**src/rtl/counter_sequencer.sv**
```systemverilog
// Button-driven run/step/clear sequencer for the up-counter, with fractional-rate tick.
// Optional auto-stop at cnt_limit is enabled by defining COUNTER_SEQUENCER_AUTO_STOP_EN.
module counter_sequencer #(
  parameter int CLK_HZ    = 16_000_000,
  parameter int TICK_HZ   = 10,
  parameter int DB_CYCLES = 160_000,
  parameter int CW        = 8
) (
  input  logic          pin3_clk_16mhz,
  input  logic          reset_n,
  input  logic          btn_run,
  input  logic          btn_step,
  input  logic          btn_clear,
  input  logic [CW-1:0] cnt_value,
  input  logic [CW-1:0] cnt_limit,
  output logic          cnt_en,
  output logic          cnt_clr,
  output logic          running,
  output logic          done
);

  localparam int             DBW     = $clog2(DB_CYCLES + 1);
  localparam logic [DBW-1:0] DB_MAX  = DBW'(DB_CYCLES);
  localparam logic [31:0]    ACC_INC = 32'(TICK_HZ);
  localparam logic [31:0]    ACC_MOD = 32'(CLK_HZ);

  typedef enum logic [1:0] {STOPPED, RUNNING, STEP} state_t;

  // Bit 0 = run, bit 1 = step, bit 2 = clear
  logic [2:0]     btn_raw;
  logic [2:0]     sync1_q, sync2_q, db_q, db_prev_q, press_q;
  logic [DBW-1:0] db_cnt_q [3];
  logic           run_p, step_p, clr_p;

  assign btn_raw = {btn_clear, btn_step, btn_run};
  assign run_p   = press_q[0];
  assign step_p  = press_q[1];
  assign clr_p   = press_q[2];

  always_ff @(posedge pin3_clk_16mhz) begin
    if (!reset_n) begin
      sync1_q   <= '0;
      sync2_q   <= '0;
      db_q      <= '0;
      db_prev_q <= '0;
      press_q   <= '0;
      for (int i = 0; i < 3; i++) db_cnt_q[i] <= '0;
    end else begin
      sync1_q   <= btn_raw;
      sync2_q   <= sync1_q;
      db_prev_q <= db_q;
      press_q   <= db_q & ~db_prev_q;
      for (int i = 0; i < 3; i++) begin
        if (sync2_q[i] == db_q[i]) begin
          db_cnt_q[i] <= '0;
        end else if (db_cnt_q[i] == DB_MAX) begin
          db_q[i]     <= sync2_q[i];
          db_cnt_q[i] <= '0;
        end else begin
          db_cnt_q[i] <= db_cnt_q[i] + 1'b1;
        end
      end
    end
  end

  // Fractional accumulator: long-run tick rate is exactly TICK_HZ/CLK_HZ per cycle
  logic [31:0] acc_q, acc_sum_d, acc_d;
  logic        tick_d, tick_q;

  assign acc_sum_d = acc_q + ACC_INC;
  assign tick_d    = (acc_sum_d >= ACC_MOD);
  assign acc_d     = tick_d ? (acc_sum_d - ACC_MOD) : acc_sum_d;

`ifdef COUNTER_SEQUENCER_AUTO_STOP_EN
  logic at_limit, done_q;
  assign at_limit = (cnt_value == cnt_limit);
  assign done     = done_q;
`else
  logic unused_cnt;
  assign unused_cnt = ^{cnt_value, cnt_limit};
  assign done       = 1'b0;
`endif

  state_t state_q;
  logic   en_q, clr_q, running_q;

  always_ff @(posedge pin3_clk_16mhz) begin
    if (!reset_n) begin
      state_q   <= STOPPED;
      acc_q     <= '0;
      tick_q    <= 1'b0;
      en_q      <= 1'b0;
      clr_q     <= 1'b0;
      running_q <= 1'b0;
`ifdef COUNTER_SEQUENCER_AUTO_STOP_EN
      done_q    <= 1'b0;
`endif
    end else begin
      en_q   <= 1'b0;
      clr_q  <= 1'b0;
      tick_q <= 1'b0;
`ifdef COUNTER_SEQUENCER_AUTO_STOP_EN
      done_q <= 1'b0;
`endif
      // Clear outranks run, which outranks step/tick; a coincident lower-priority event is dropped
      case (state_q)
        STOPPED, STEP: begin
          acc_q <= '0;
          if (clr_p) begin
            clr_q     <= 1'b1;
            state_q   <= STOPPED;
            running_q <= 1'b0;
          end else if (run_p) begin
            state_q   <= RUNNING;
            running_q <= 1'b1;
          end else if (step_p && state_q == STOPPED) begin
            state_q   <= STEP;
            en_q      <= 1'b1;
            running_q <= 1'b0;
          end else begin
            state_q   <= STOPPED;
            running_q <= 1'b0;
          end
        end
        RUNNING: begin
          acc_q  <= acc_d;
          tick_q <= tick_d;
          if (clr_p) begin
            clr_q <= 1'b1;
          end else if (run_p) begin
            state_q   <= STOPPED;
            running_q <= 1'b0;
          end else if (tick_q) begin
`ifdef COUNTER_SEQUENCER_AUTO_STOP_EN
            if (at_limit) begin
              done_q    <= 1'b1;
              state_q   <= STOPPED;
              running_q <= 1'b0;
            end else begin
              en_q <= 1'b1;
            end
`else
            en_q <= 1'b1;
`endif
          end
        end
        default: begin
          state_q   <= STOPPED;
          running_q <= 1'b0;
        end
      endcase
    end
  end

  assign cnt_en  = en_q;
  assign cnt_clr = clr_q;
  assign running = running_q;

endmodule

```
**config.mk**
```make
export PLATFORM = sky130hd
export DESIGN_NAME = counter_sequencer
export DESIGN_NICKNAME = d
export VERILOG_FILES = /design/src/rtl/counter_sequencer.sv
export SDC_FILE = /design/constraint.sdc
export NUM_CORES = 1
export LEC_CHECK = 0
export CORE_ASPECT_RATIO = 0.8
export CORE_MARGIN = 10
export CORE_UTILIZATION = 60
export DETAILED_ROUTE_END_ITERATION = 6
export PLACE_DENSITY = 0.79
export RECOVER_POWER = 50
export SLEW_MARGIN = 20
export SYNTH_ARGS = -nofsm -noshare
export SYNTH_HDL_FRONTEND = slang
export SYNTH_SLANG_ARGS = --single-unit
export TNS_END_PERCENT = 5
```
**constraint.sdc**
```tcl
create_clock -name pin3_clk_16mhz -period 5.42 [get_ports pin3_clk_16mhz]
set_input_delay 1.355 -clock pin3_clk_16mhz [delete_from_list [all_inputs] [get_ports pin3_clk_16mhz]]
set_output_delay 1.355 -clock pin3_clk_16mhz [all_outputs]
set_load 0.005 [all_outputs]
```
==> impl_metrics.json <==
{
  "start_util": 0.616,
  "slew_violations": 0,
  "cts_buffers": 9,
  "rsz0062_at_grt": "false",
  "pwr-share-seq": 0.553,
  "p_comb_frac": 0.027,
  "fp.dieW_um": 138,
  "insertion_delay_ns": 0.36,
  "worstSetupStartpointType": "flop",
  "crit_arrival_ns": 4.67,
  "drc": 0,
  "skew_ns": 0.00654,
  "layout_min_cycle_time_ns": 4.40,
  "placed_cells": 923,
  "async_flop_share": 0,
  "root_buffer": "clkbuf_16",
  "htree_num_levels": 3,
  "p_leak_uw": 0.00258,
  "cpPeakStageDelay_ns": 0.64,
  "io_buffers": 7,
  "path_max_fanout": 21,
  "intPower_uw": 1200,
  "place.gp.congestion": 0.948,
  "max_cap_viol_count": 0,
  "ir_drop_mv": 0.159,
  "num_vias": 5619,
  "syn_area_um2": 6710,
  "syn_to_final_growth_pct": 8.11,
  "r2r-end": "acc_q[10]",
  "synth-edff-count": 54,
  "setup_ws_ns": 1.02,
  "min_from": "db_prev_q[1]",
  "ys_ff_latch": 105,
  "ctsHoldBuffers": 0,
  "worstSetupPathType": "reg -> reg",
  "cp_slowest_cell": "dfxtp_1",
  "core_area_um2": 10900,
  "endpoint_kind": "flop",
  "rows": 34,
  "ioPinCount": 25,
  "switching_share": 0.239,
  "die_h_um": 115,
  "drt-total-wl_mm": 14.2,
  "relSlewSlack": 0.369,
  "r2r_start": "acc_q[4]",
  "worst_pin_slew_ns": 0.943,
  "status": "completed",
  "fin_cells": 939,
  "crit_required_ns": 5.69,
  "path_cells": "inv_1 -> nor3_1 -> buf_4 -> nand2_1 -> xnor2_1 -> inv_1 -> ha_1 -> inv_1 -> o32a_1 -> a21oi_1 -> o21ai_2 -> nand2_1 -> and3_1 -> or4_1 -> a21oi_1",
  "drive_above_1_share": 0.0604,
  "antenna_found_initial": 0,
  "max_freq_ghz": 0.227,
  "grt_use_total": 0.176,
  "hpwl_mm": 9.82,
  "viasPerCell": 5.98,
  "cts.path.max_buffers": 2,
  "postSynthCellCount": 765,
  "antenna_left": 0,
  "wl_per_cell_um": 15.1,
  "yosysWarnings": 0,
  "cts_tree": "done",
  "setup_violations": 0,
  "rrSetupSlack_ns": 1.02,
  "dr.pass1.iters": 7,
  "dp_slack_ns": 1.16,
  "clock_power_share": 0.420,
  "cpMostUsedCell": "inv_1",
  "synth_cell_types": 81,
  "p_per_area_nw_per_um2": 217,
  "drtIter0Drc": 619,
  "synth.avg_cell_area_um2": 8.77,
  "crit_buf_inv": 4,
  "grt_pass1_wl_mm": 24.1,
  "fin_tns_setup_ns": 0,
  "final_hold_viol_count": 0,
  "grt_max_degree": 46,
  "ys_seq_area_frac": 0.394,
  "synth_ff_type": "edfxtp_1",
  "p_sw_uw": 378,
  "grt_pass1_vias": 5174,
  "clkTransAtPathRegs_ns": 0.08,
  "postCtsResizedCells": 0,
  "antenna_cells": 0,
  "hold_path_depth": 1,
  "path_delay_family": "simple AND/OR/NAND/NOR gates",
  "final_nets": 820,
  "min_period_over_period": 0.811,
  "worst-r2r-cell-count": 15,
  "holdPathEnd": "press_q[1]",
  "clock-sinks": 105,
  "dieArea_um2": 15800,
  "grt_overflow": 0,
  "post-cts-setup-buffer-count": 0,
  "min_path_type": "reg -> reg"
}
-- logic make-up (layout without fill, tap and decap cells) --
| kind of cell | count (synthesis) | in the layout | synth area share |
|---|---|---|---|
| buffers and inverters | 74 | 51 | 0.0487 |
| AND/OR/NAND/NOR | 365 | 365 | 0.285 |
| other | 2 | 55 | 0.00112 |
| adder cells (fa/ha/maj) | 9 | 9 | 0.0168 |
| AO/OA/AOI/OAI | 114 | 114 | 0.124 |
| flip-flops | 105 | 105 | 0.394 |
| multiplexers | 26 | 26 | 0.0390 |
| XOR/XNOR | 70 | 70 | 0.0913 |
-- layout by cell type, fill, tap and decap left out, drive strengths merged, types with 7 or more instances in the layout --
master  instances
edfxtp         54
and3           15
a31oi          11
ha              9
nor3           24
nand2b         11
xor2           41
inv            28
nor2           97
conb           55
a211oi          7
or3             7
clkbuf          9
nor2b          10
mux2i          25
nand2          79
nor4           18
nand4          21
and2           15
nand3          41
o21ai          21
dfxtp          51
a21oi          26
xnor2          29
-- layer usage --
layer	global-route usage	wire length, um	up-vias
li1	-	-	2729
met1	0.223	6370	2648
met2	0.295	6640	211
met3	0.0328	945	31
met4	0.0645	251	0
met5	0	0	-
-- area by class of cell --
class | instances | area, um2
fill | 906 | 3630
multi-input combinational | 639 | 3940
timing repair buffer | 10 | 92.6
clock inverter | 7 | 78.8
sequential | 105 | 2640
inverter | 25 | 93.8
clock buffer | 9 | 225
tap | 144 | 180
-- power groups by stage --
stage / logic, uW / clock network [uW] / registers [uW]
after floorplan: 34.6 / 0 / 885
after global placement: 40.0 / 0 / 889
after detailed placement: 41.2 / 0 / 891
after CTS: 41.6 / 673 / 872
after global routing: 49.2 / 707 / 876
final: 42.2 / 663 / 873
-- Yosys cell counts, types with 17 or more instances --
| cell | number | area share |
|---|---|---|
| nand3_1 | 40 | 0.030 |
| inv_1 | 24 | 0.013 |
| nand4_1 | 17 | 0.016 |
| clkbuf_1 | 22 | 0.012 |
| nor2_1 | 97 | 0.054 |
| nand2_1 | 78 | 0.044 |
| nor3_1 | 24 | 0.018 |
| mux2i_1 | 25 | 0.037 |
| buf_2 | 18 | 0.013 |
| a21oi_1 | 25 | 0.019 |
| edfxtp_1 | 54 | 0.24 |
| dfxtp_1 | 51 | 0.15 |
| xnor2_1 | 29 | 0.038 |
| xor2_1 | 41 | 0.054 |
-- state kept, by name (all words and copies together), names as in the netlist --
name / flops
acc_q: 31
cnt_clr: 1
cnt_en: 1
db_cnt_q: 54
db_prev_q: 3
db_q: 3
press_q: 3
state_q: 2
sync1_q: 3
sync2_q: 3
tick_q: 1
-- worst max-delay path by stage --
stage | start | endpoint | slack, ns | cells after the start
3_5_place_dp | acc_q[1] | acc_q[10] | 1.16 | 13
6_report | acc_q[4] | acc_q[10] | 1.02 | 15
4_1_cts | acc_q[1] | acc_q[10] | 1.14 | 13
3_3_place_gp | acc_q[1] | acc_q[16] | 1.25 | 13
2_1_floorplan | acc_q[2] | acc_q[30] | 1.97 | 15
5_1_grt | acc_q[4] | acc_q[16] | 0.83 | 15
-- through the flow --
stage,total power (uW),util,hold WS (ns),cell area (um2)
after floorplan,919,-,0.367,6910
after global placement,929,0.638,0.374,6950
after detailed placement,932,0.638,0.373,6950
after CTS,1590,0.666,0.384,7250
after global routing,1630,0.666,0.409,7260
final,1580,0.666,0.382,7260
Power figures use the tool's default switching activity.
